==> src/rtl/comparator_pkg.sv <==
// rtl/comparator_pkg.sv - shared state encoding and sizing helper for comparator_seq
package comparator_pkg;

  localparam logic [0:0] IDLE = 1'b0;
  localparam logic [0:0] RUN  = 1'b1;

  function automatic int ceil_div(input int num, input int den);
    return (num + den - 1) / den;
  endfunction

endpackage

==> src/rtl/comparator_chunk.sv <==
// rtl/comparator_chunk.sv - combinational unsigned magnitude compare of one chunk
module comparator_chunk #(
  parameter int CHUNK = 3
) (
  input  logic [CHUNK-1:0] a_chunk,
  input  logic [CHUNK-1:0] b_chunk,
  output logic             chunk_lt,
  output logic             chunk_eq,
  output logic             chunk_gt
);

  assign chunk_lt = (a_chunk <  b_chunk);
  assign chunk_eq = (a_chunk == b_chunk);
  assign chunk_gt = (a_chunk >  b_chunk);

endmodule

==> src/rtl/comparator_seq.sv <==
// rtl/comparator_seq.sv - multi-cycle magnitude comparator, one chunk per clock, MSB chunk first
module comparator_seq
  import comparator_pkg::*;
#(
  parameter int WIDTH      = 8,
  parameter int CHUNK      = 3,
  parameter int EARLY_EXIT = 1
) (
  input  logic             clk,
  input  logic             rst_n,
  input  logic             start,
  input  logic [WIDTH-1:0] a,
  input  logic [WIDTH-1:0] b,
  input  logic             signed_mode,
  input  logic             l,
  input  logic             e,
  input  logic             g,
  output logic             busy,
  output logic             done,
  output logic             lt,
  output logic             eq,
  output logic             gt
);

  localparam int NCHUNK = ceil_div(WIDTH, CHUNK);
  localparam int PW     = NCHUNK * CHUNK;
  localparam int IW     = (NCHUNK > 1) ? $clog2(NCHUNK) : 1;
  localparam logic [IW-1:0] TOP_IDX = IW'(NCHUNK - 1);

  logic [0:0]    r_state;
  logic [PW-1:0] r_a;
  logic [PW-1:0] r_b;
  logic [2:0]    r_leg;
  logic [IW-1:0] r_idx;
  logic          r_dec_vld;
  logic          r_dec_lt;
  logic          r_dec_gt;
  logic          r_done;
  logic          r_lt;
  logic          r_eq;
  logic          r_gt;

  logic [WIDTH-1:0] w_a_in;
  logic [WIDTH-1:0] w_b_in;
  logic [PW-1:0]    w_a_sh;
  logic [PW-1:0]    w_b_sh;
  logic [CHUNK-1:0] w_a_chunk;
  logic [CHUNK-1:0] w_b_chunk;
  logic             w_chunk_lt;
  logic             w_chunk_eq;
  logic             w_chunk_gt;
  logic             w_diff;
  logic             w_finish;
  logic [2:0]       w_result;

  // Flipping the sign bit maps two's-complement order onto unsigned order.
  assign w_a_in = signed_mode ? {~a[WIDTH-1], a[WIDTH-2:0]} : a;
  assign w_b_in = signed_mode ? {~b[WIDTH-1], b[WIDTH-2:0]} : b;

  assign w_a_sh    = r_a >> (int'(r_idx) * CHUNK);
  assign w_b_sh    = r_b >> (int'(r_idx) * CHUNK);
  assign w_a_chunk = w_a_sh[CHUNK-1:0];
  assign w_b_chunk = w_b_sh[CHUNK-1:0];

  comparator_chunk #(
    .CHUNK (CHUNK)
  ) u_chunk (
    .a_chunk  (w_a_chunk),
    .b_chunk  (w_b_chunk),
    .chunk_lt (w_chunk_lt),
    .chunk_eq (w_chunk_eq),
    .chunk_gt (w_chunk_gt)
  );

  assign w_diff   = ~w_chunk_eq;
  assign w_finish = (r_idx == '0) || ((EARLY_EXIT != 0) && w_diff);

  // An earlier latched decision always outranks the current chunk.
  always_comb begin
    w_result = r_leg;
    if (r_dec_vld) begin
      w_result = {r_dec_lt, 1'b0, r_dec_gt};
    end else if (w_diff) begin
      w_result = {w_chunk_lt, 1'b0, w_chunk_gt};
    end
  end

  always_ff @(posedge clk or negedge rst_n) begin
    if (!rst_n) begin
      r_state   <= IDLE;
      r_a       <= '0;
      r_b       <= '0;
      r_leg     <= '0;
      r_idx     <= '0;
      r_dec_vld <= 1'b0;
      r_dec_lt  <= 1'b0;
      r_dec_gt  <= 1'b0;
      r_done    <= 1'b0;
      r_lt      <= 1'b0;
      r_eq      <= 1'b0;
      r_gt      <= 1'b0;
    end else begin
      r_done <= 1'b0;
      if (r_state == IDLE) begin
        if (start) begin
          r_a       <= PW'(w_a_in);
          r_b       <= PW'(w_b_in);
          r_leg     <= {l, e, g};
          r_idx     <= TOP_IDX;
          r_dec_vld <= 1'b0;
          r_dec_lt  <= 1'b0;
          r_dec_gt  <= 1'b0;
          r_state   <= RUN;
        end
      end else begin
        if (w_finish) begin
          r_state <= IDLE;
          r_done  <= 1'b1;
          r_lt    <= w_result[2];
          r_eq    <= w_result[1];
          r_gt    <= w_result[0];
        end else begin
          r_idx <= r_idx - IW'(1);
          if (!r_dec_vld && w_diff) begin
            r_dec_vld <= 1'b1;
            r_dec_lt  <= w_chunk_lt;
            r_dec_gt  <= w_chunk_gt;
          end
        end
      end
    end
  end

  assign busy = (r_state == RUN);
  assign done = r_done;
  assign lt   = r_lt;
  assign eq   = r_eq;
  assign gt   = r_gt;

endmodule

==> config.mk <==
export PLATFORM = sky130hd
export DESIGN_NAME = comparator_seq
export DESIGN_NICKNAME = d
export VERILOG_FILES = /design/src/rtl/comparator_pkg.sv /design/src/rtl/comparator_chunk.sv /design/src/rtl/comparator_seq.sv
export SDC_FILE = /design/constraint.sdc
export NUM_CORES = 1
export LEC_CHECK = 0
export CAP_MARGIN = 20
export CORE_ASPECT_RATIO = 1.2
export CORE_MARGIN = 1.5
export CORE_UTILIZATION = 54
export DETAILED_ROUTE_END_ITERATION = 8
export PLACE_DENSITY = 0.83
export SKIP_CTS_REPAIR_TIMING = 1
export SYNTH_ARGS = -nofsm -noshare
export SYNTH_HDL_FRONTEND = slang
export SYNTH_HIERARCHICAL = 1
export SYNTH_SLANG_ARGS = --single-unit
==> constraint.sdc <==
create_clock -name clk -period 3.4 [get_ports clk]
set_input_delay 0.68 -clock clk [delete_from_list [all_inputs] [get_ports clk]]
set_output_delay 0.68 -clock clk [all_outputs]
set_load 0.01 [all_outputs]
==> out/results.md, run 1 <==
• **global-route wire length before repair** 4.15 mm
• **critical path class** flip-flop to flip-flop
• **Initial Utilization** 56.3%
• **floorplan die height** 59.2 um
• **power density cells** 909 nW/um2
• **Congestion Overflow GR** 0
• **total nets after synthesis** 141
• **post-layout net count** 172
• **number of buffers created by CTS** 5
• **number of slew-limit violations in the final report** 0
• **Core Region** 2530 um2
• **most common cell after layout, fill and taps aside** sky130_fd_sc_hd__dfrtp_1
• **number of iterations in the first detailed-routing pass** 4
• **final design area excluding fillers** 1770 um2
• **Final Instance Count excl. Fillers** 179
• **number of enable flip-flop cells after synthesis** 0
• **top cell family by delay on the critical path** simple AND/OR/NAND/NOR gates
• **crit path max fanout** 10
• **CTS Root Buffer Type** sky130_fd_sc_hd__clkbuf_4
• **final cycle utilization of the critical path** 67.6%
• **CTS Sinks** 29
• **fraction of layout instances using a drive strength above 1** 20.5%
• **worst hold-check slack** 0.508 ns
• **Port-buffer cells** 27
• **worst slew pin tran** 0.366 ns
• **worst clock skew** 0.00845 ns
• **Crit path arrival time** 2.51 ns
• **setup violation total in the final timing report** 0
• **leading cell types in the layout, fill and taps excluded** 29 x sky130_fd_sc_hd__dfrtp_1, 27 x sky130_fd_sc_hd__clkdlybuf4s50_1, 12 x sky130_fd_sc_hd__mux2_4
• **Top-Level Pins** 28
• **Worst Setup End Kind** flip-flop
• **Crit path top cell by count** sky130_fd_sc_hd__nand2_1
• **cell area after synthesis** 1420 um2
• **synthesized area per cell** 12.5 um2
• **number of register bits inferred by synthesis** 29
• **final weighted congestion of routability-driven global placement** 0.842
• **diodes inserted** 0
• **post-detailed-route DRC marker count** 0
• **maximum number of pins on one net before global-route repair** 30
• **required time at the endpoint of the critical path** 3.61 ns
• **initial antenna violation count** 0
• **average detailed-routed wire length per instance** 13.5 um
• **detailed-route via count** 958
• **worst relative slew slack** 75.6%
• **peak clock frequency supported by timing** 435 MHz
• **Clock transition at path regs** 0.09 ns
• **storage element area** 726 um2
• **max-cap violations** 0
• **footprint of the multi-input gates** 624 um2
• **global-route usage over all layers** 19.4%
• **ordered list of cells on the worst path** nor2b_1 -> nand2_1 -> o21ai_0 -> inv_1 -> ha_1 -> and3_4 -> nand2b_1 -> nand2_1 -> mux2_2
• **YS warnings** 6
• **number of global-route vias before repair** 960
• **proportion of synthesized flip-flops having asynchronous set or reset** 100%
• **clk buf depth** 2
• **clock tree from TritonCTS** built
• **total buffers and inverters traversed by the critical path** 1
• **post-route core utilization** 70.0%
• **register-to-register path setup slack** 1.10 ns
• **sequential fraction of the synthesis area** 51.0%
• **number of nets with antenna violations after detailed routing** 0
• **number of fill cells in the layout** 177
• **Skew-Pair Late Insertion Delay** 0.32 ns
• **half-perimeter wire length after placement** 1.75 mm
• **Crit. Startpoint** r_idx[0]
• **Crit-path slowest cell** sky130_fd_sc_hd__dfrtp_1
• **total wire length** 2.41 mm
• **Die X** 49.9 um
• **setup repair after global routing missed its margin** no
• **shortest period the worst path allows** 2.30 ns
• **synth unique cells** 26
• **worst min path class** flip-flop to flip-flop
• **outcome** complete, no violations
• **Leakage Power** 0.000809 uW
• **R2R depth** 9
• **total number of cells along the worst setup path** 9
• **capture point of the worst reg-to-reg path** eq
• **gate count after technology mapping** 114
• **detail-routed via count per cell** 5.35
• **Largest stage delay, worst path** 0.52 ns
• **placed cell area** 1700 um2
• **Die Outline Area** 2950 um2
• **H-tree levels** 2
• **Max VDD drop** 467 uV
• **Main synth FF type** sky130_fd_sc_hd__dfrtp_1
• **last element of the critical path** eq
• **Cell Rows** 20
• **startpoint of the worst register-to-register path** r_idx[0]
• **kind of start point of the critical path** flip-flop
• **DR iter-0 viols** 9
• **sum of negative setup slack** 0 ns
• **synthesis-to-layout area growth** 24.4%
• **count of endpoints failing hold in the final timing report** 0
• **number of cells in the design after placement** 171
==> logic make-up after synthesis <==
logic type / after synthesis / share of synthesized area (%)
adder cells (fa/ha/maj): 4 / 3.52
AND/OR/NAND/NOR: 30 / 11.4
XOR/XNOR: 2 / 1.23
multiplexers: 24 / 21.6
AO/OA/AOI/OAI: 14 / 5.89
flip-flops: 29 / 51.0
buffers and inverters: 11 / 5.28
==> synthesized netlist by cell type, drive strengths merged, types with 2 or more instances <==
cell type  count  share of area [%]
nor2           6                1.6
nand3          2               0.70
a211oi         2                1.1
mux2          18                 17
mux2i          6                4.2
o2bb2ai        2                1.2
buf            5                3.7
inv            6                1.6
a21oi          5                1.8
dfrtp         29                 51
nor2b          7                3.1
ha             4                3.5
o21ai          4                1.4
xnor2          2                1.2
nand2b         3                1.3
nand2          6                1.6
==> power by group <==
group          internal [uW]  switching [uW]
registers                488             115
clock network            120             112
logic                    434             341
==> sequential cells by signal, indices dropped and copies added (netlist names) <==
name / count
r_b: 8
done: 1
r_a: 8
eq: 1
r_dec_vld: 1
busy: 1
gt: 1
r_dec_lt: 1
r_leg: 3
lt: 1
r_dec_gt: 1
r_idx: 2
==> layout make-up <==
cell class	count	area share (%)
timing repair buffer	29	16.1
inverter	6	1.27
clock buffer	7	3.68
tap	33	2.33
multi-input combinational	74	35.3
sequential	29	41.0
clock inverter	1	0.283
==> worst min path at each step <==
stage	from	end	slack, ns	cells after the start
2_1_floorplan	rst_n	busy	0.38	0
3_3_place_gp	r_dec_gt	r_dec_gt	0.48	1
3_5_place_dp	r_dec_lt	r_dec_lt	0.48	1
4_1_cts	gt	gt	0.51	1
5_1_grt	r_dec_lt	r_dec_lt	0.53	1
6_report	r_dec_lt	r_dec_lt	0.51	1
==> through the flow <==
step	total power, uW	worst slack [ns]
6_report	1610	1.10
5_1_grt	1730	0.929
4_1_cts	1620	1.11
3_5_place_dp	1380	1.15
3_3_place_gp	1330	1.28
2_1_floorplan	1190	1.35
==> routing by layer <==
metal	share of wire (%)	global-route usage (%)	vias to the layer above
li1	-	-	454
met1	42	19.8	465
met2	50	34.5	30
met3	4.6	5.30	9
met4	2.7	13.5	0
met5	0	0	-
(Power assumes the default switching activity.)
==> inputs of run 2 (changes only) <==
CORE_UTILIZATION = 45   (was 54)
PLACE_DENSITY = 0.74   (was 0.83)
clock period = 2.06 ns   (was 3.4 ns; I/O delays follow)
==> run 2 against run 1 <==
Net effect: clock skew fell by 0.0011 ns; via count grew 0.31%; non-clock buffer count increased by 7; sequential cell count unchanged; critical path type unchanged; largest power group unchanged; highest routed layer unchanged.
==> out/results.md, run 2 (synthesis results as in run 1) <==
• **critical path class** flip-flop to flip-flop
• **number of slew-limit violations in the final report** 0, unchanged
• **global-route usage over all layers** 17.8%, -1.7 points
• **worst min path class** input pin to async pin
• **total buffers and inverters traversed by the critical path** 2, +1
• **detail-routed via count per cell** 5.08, -5.0%
• **detailed-route via count** 961, +0.31%
• **shortest period the worst path allows** 2.02 ns, -0.281 ns
• **DR iter-0 viols** 19, +10
• **power density cells** 1570 nW/um2, +73%
• **synthesis-to-layout area growth** 32.0%
• **outcome** complete, no violations
• **number of fill cells in the layout** 239, +35%
• **Initial Utilization** 47.0%, -9.3 points
• **Clock transition at path regs** 0.09 ns, about the same
• **final weighted congestion of routability-driven global placement** 0.841, about the same
• **Port-buffer cells** 27, unchanged
• **placed cell area** 1750 um2, +2.7%
• **average detailed-routed wire length per instance** 13.9 um, +3.0%
• **half-perimeter wire length after placement** 1.89 mm, +8.1%
• **floorplan die height** 64.6 um, +9.1%
• **Top-Level Pins** 28, unchanged
• **count of endpoints failing hold in the final timing report** 0, unchanged
• **Max VDD drop** 896 uV, +92%
• **Largest stage delay, worst path** 0.45 ns, -0.07 ns
• **Worst Setup End Kind** flip-flop
• **peak clock frequency supported by timing** 496 MHz, +14%
• **registers with the highest flip-flop counts** r_a (8), r_b (8), r_leg (3)
• **CTS Root Buffer Type** sky130_fd_sc_hd__clkbuf_4
• **final cycle utilization of the critical path** 98.0%, +30 points
• **required time at the endpoint of the critical path** 2.27 ns, -1.34 ns
• **worst clock skew** 0.00733 ns, -0.00112 ns
• **kind of start point of the critical path** flip-flop
• **footprint of the multi-input gates** 659 um2, +5.6%
• **ordered list of cells on the worst path** buf_6 -> mux2i_1 -> o21ai_1 -> inv_1 -> ha_1 -> and3_4 -> nand2b_1 -> nand2_2 -> mux2_2
• **final design area excluding fillers** 1880 um2, +6.2%
• **max-cap violations** 0, unchanged
• **initial antenna violation count** 0, unchanged
• **number of global-route vias before repair** 1005, +4.7%
• **maximum number of pins on one net before global-route repair** 30, unchanged
• **top cell family by delay on the critical path** flip-flops
• **Total Power** 2950 uW, +84%
• **leading cell types in the layout, fill and taps excluded** 28 x sky130_fd_sc_hd__dfrtp_1, 27 x sky130_fd_sc_hd__clkdlybuf4s50_1, 12 x sky130_fd_sc_hd__mux2_4, 7 x sky130_fd_sc_hd__buf_4
• **number of buffers created by CTS** 5, unchanged
• **R2R depth** 9, unchanged
• **Cell Rows** 22, +10%
• **setup violation total in the final timing report** 0, unchanged
• **global-route wire length before repair** 4.41 mm, +6.2%
• **H-tree levels** 2, unchanged
• **clock tree from TritonCTS** built
• **Die X** 54.3 um, +9.0%
• **worst slew pin tran** 0.363 ns, -0.00287 ns
• **CTS Sinks** 29, unchanged
• **Die Outline Area** 3510 um2, +19%
• **post-detailed-route DRC marker count** 0, unchanged
• **storage element area** 727 um2, +0.17%
• **Core Region** 3030 um2, +20%
• **Congestion Overflow GR** 0, unchanged
• **Crit-path slowest cell** sky130_fd_sc_hd__dfrtp_2
• **Skew-Pair Late Insertion Delay** 0.32 ns, about the same
• **crit path max fanout** 8, -2
• **post-layout net count** 179, +4.1%
• **worst relative slew slack** 75.8%, +0.19 points
• **most common cell after layout, fill and taps aside** sky130_fd_sc_hd__dfrtp_1
• **clk buf depth** 2, unchanged
• **total wire length** 2.62 mm, +8.7%
• **sum of negative setup slack** 0 ns, unchanged
• **diodes inserted** 0, unchanged
• **fraction of layout instances using a drive strength above 1** 30.1%, +9.5 points
• **setup repair after global routing missed its margin** yes
• **worst hold-check slack** 0.465 ns, -0.0426 ns
• **Crit path arrival time** 2.22 ns, -0.29 ns
• **total number of cells along the worst setup path** 9, unchanged
• **Leakage Power** 0.000854 uW, +5.6%
• **number of iterations in the first detailed-routing pass** 4, unchanged
• **number of nets with antenna violations after detailed routing** 0, unchanged
## run 2: cell types whose count changed in the layout (fill, tap and decap cells not counted), sizes merged
cell | previous run | this run
buf | 2 | 9
## run 2: final timing paths
path | start | slack [ns] | endpoint
max in group asynchronous | rst_n | 1.30 | r_idx[1]
worst min register to register | r_dec_gt | 0.50 | r_dec_gt
worst max-delay path | r_idx[1] | 0.04 | eq
worst max register to register | r_idx[1] | 0.04 | eq
worst min-delay path | rst_n | 0.46 | r_b[3]
min in group clk | r_dec_gt | 0.50 | r_dec_gt
## run 2: metrics by stage
step / util, % / std cells / setup slack (ns)
5_1_grt: 62.0 / 189 / -0.0447
4_1_cts: 60.0 / 186 / -0.0587
2_1_floorplan: - / 114 / 0.00804
3_5_place_dp: 57.6 / 178 / -0.0287
6_report: 62.0 / 189 / 0.0420
3_3_place_gp: 57.6 / 178 / 0.0434
## run 2: layout make-up
class,instances,area share (%)
Timing Repair Buffer,36,18.9
Inverter,6,1.20
Tap cell,36,2.40
Sequential cell,29,38.7
Clock buffer,7,3.46
Multi-Input combinational cell,74,35.1
Clock inverter,1,0.266
## run 2: where the power goes
part           switching, uW  internal [uW]
clock network            186            198
logic                    683            914
registers                166            808
## run 2: layer usage
metal / share of wire (%) / GRT usage (%) / up-vias
met3: 4.9 / 6.91 / 3
met4: 1.1 / 6.56 / 0
li1: - / - / 465
met5: 0 / 0 / -
met2: 52 / 29.2 / 22
met1: 42 / 20.2 / 471
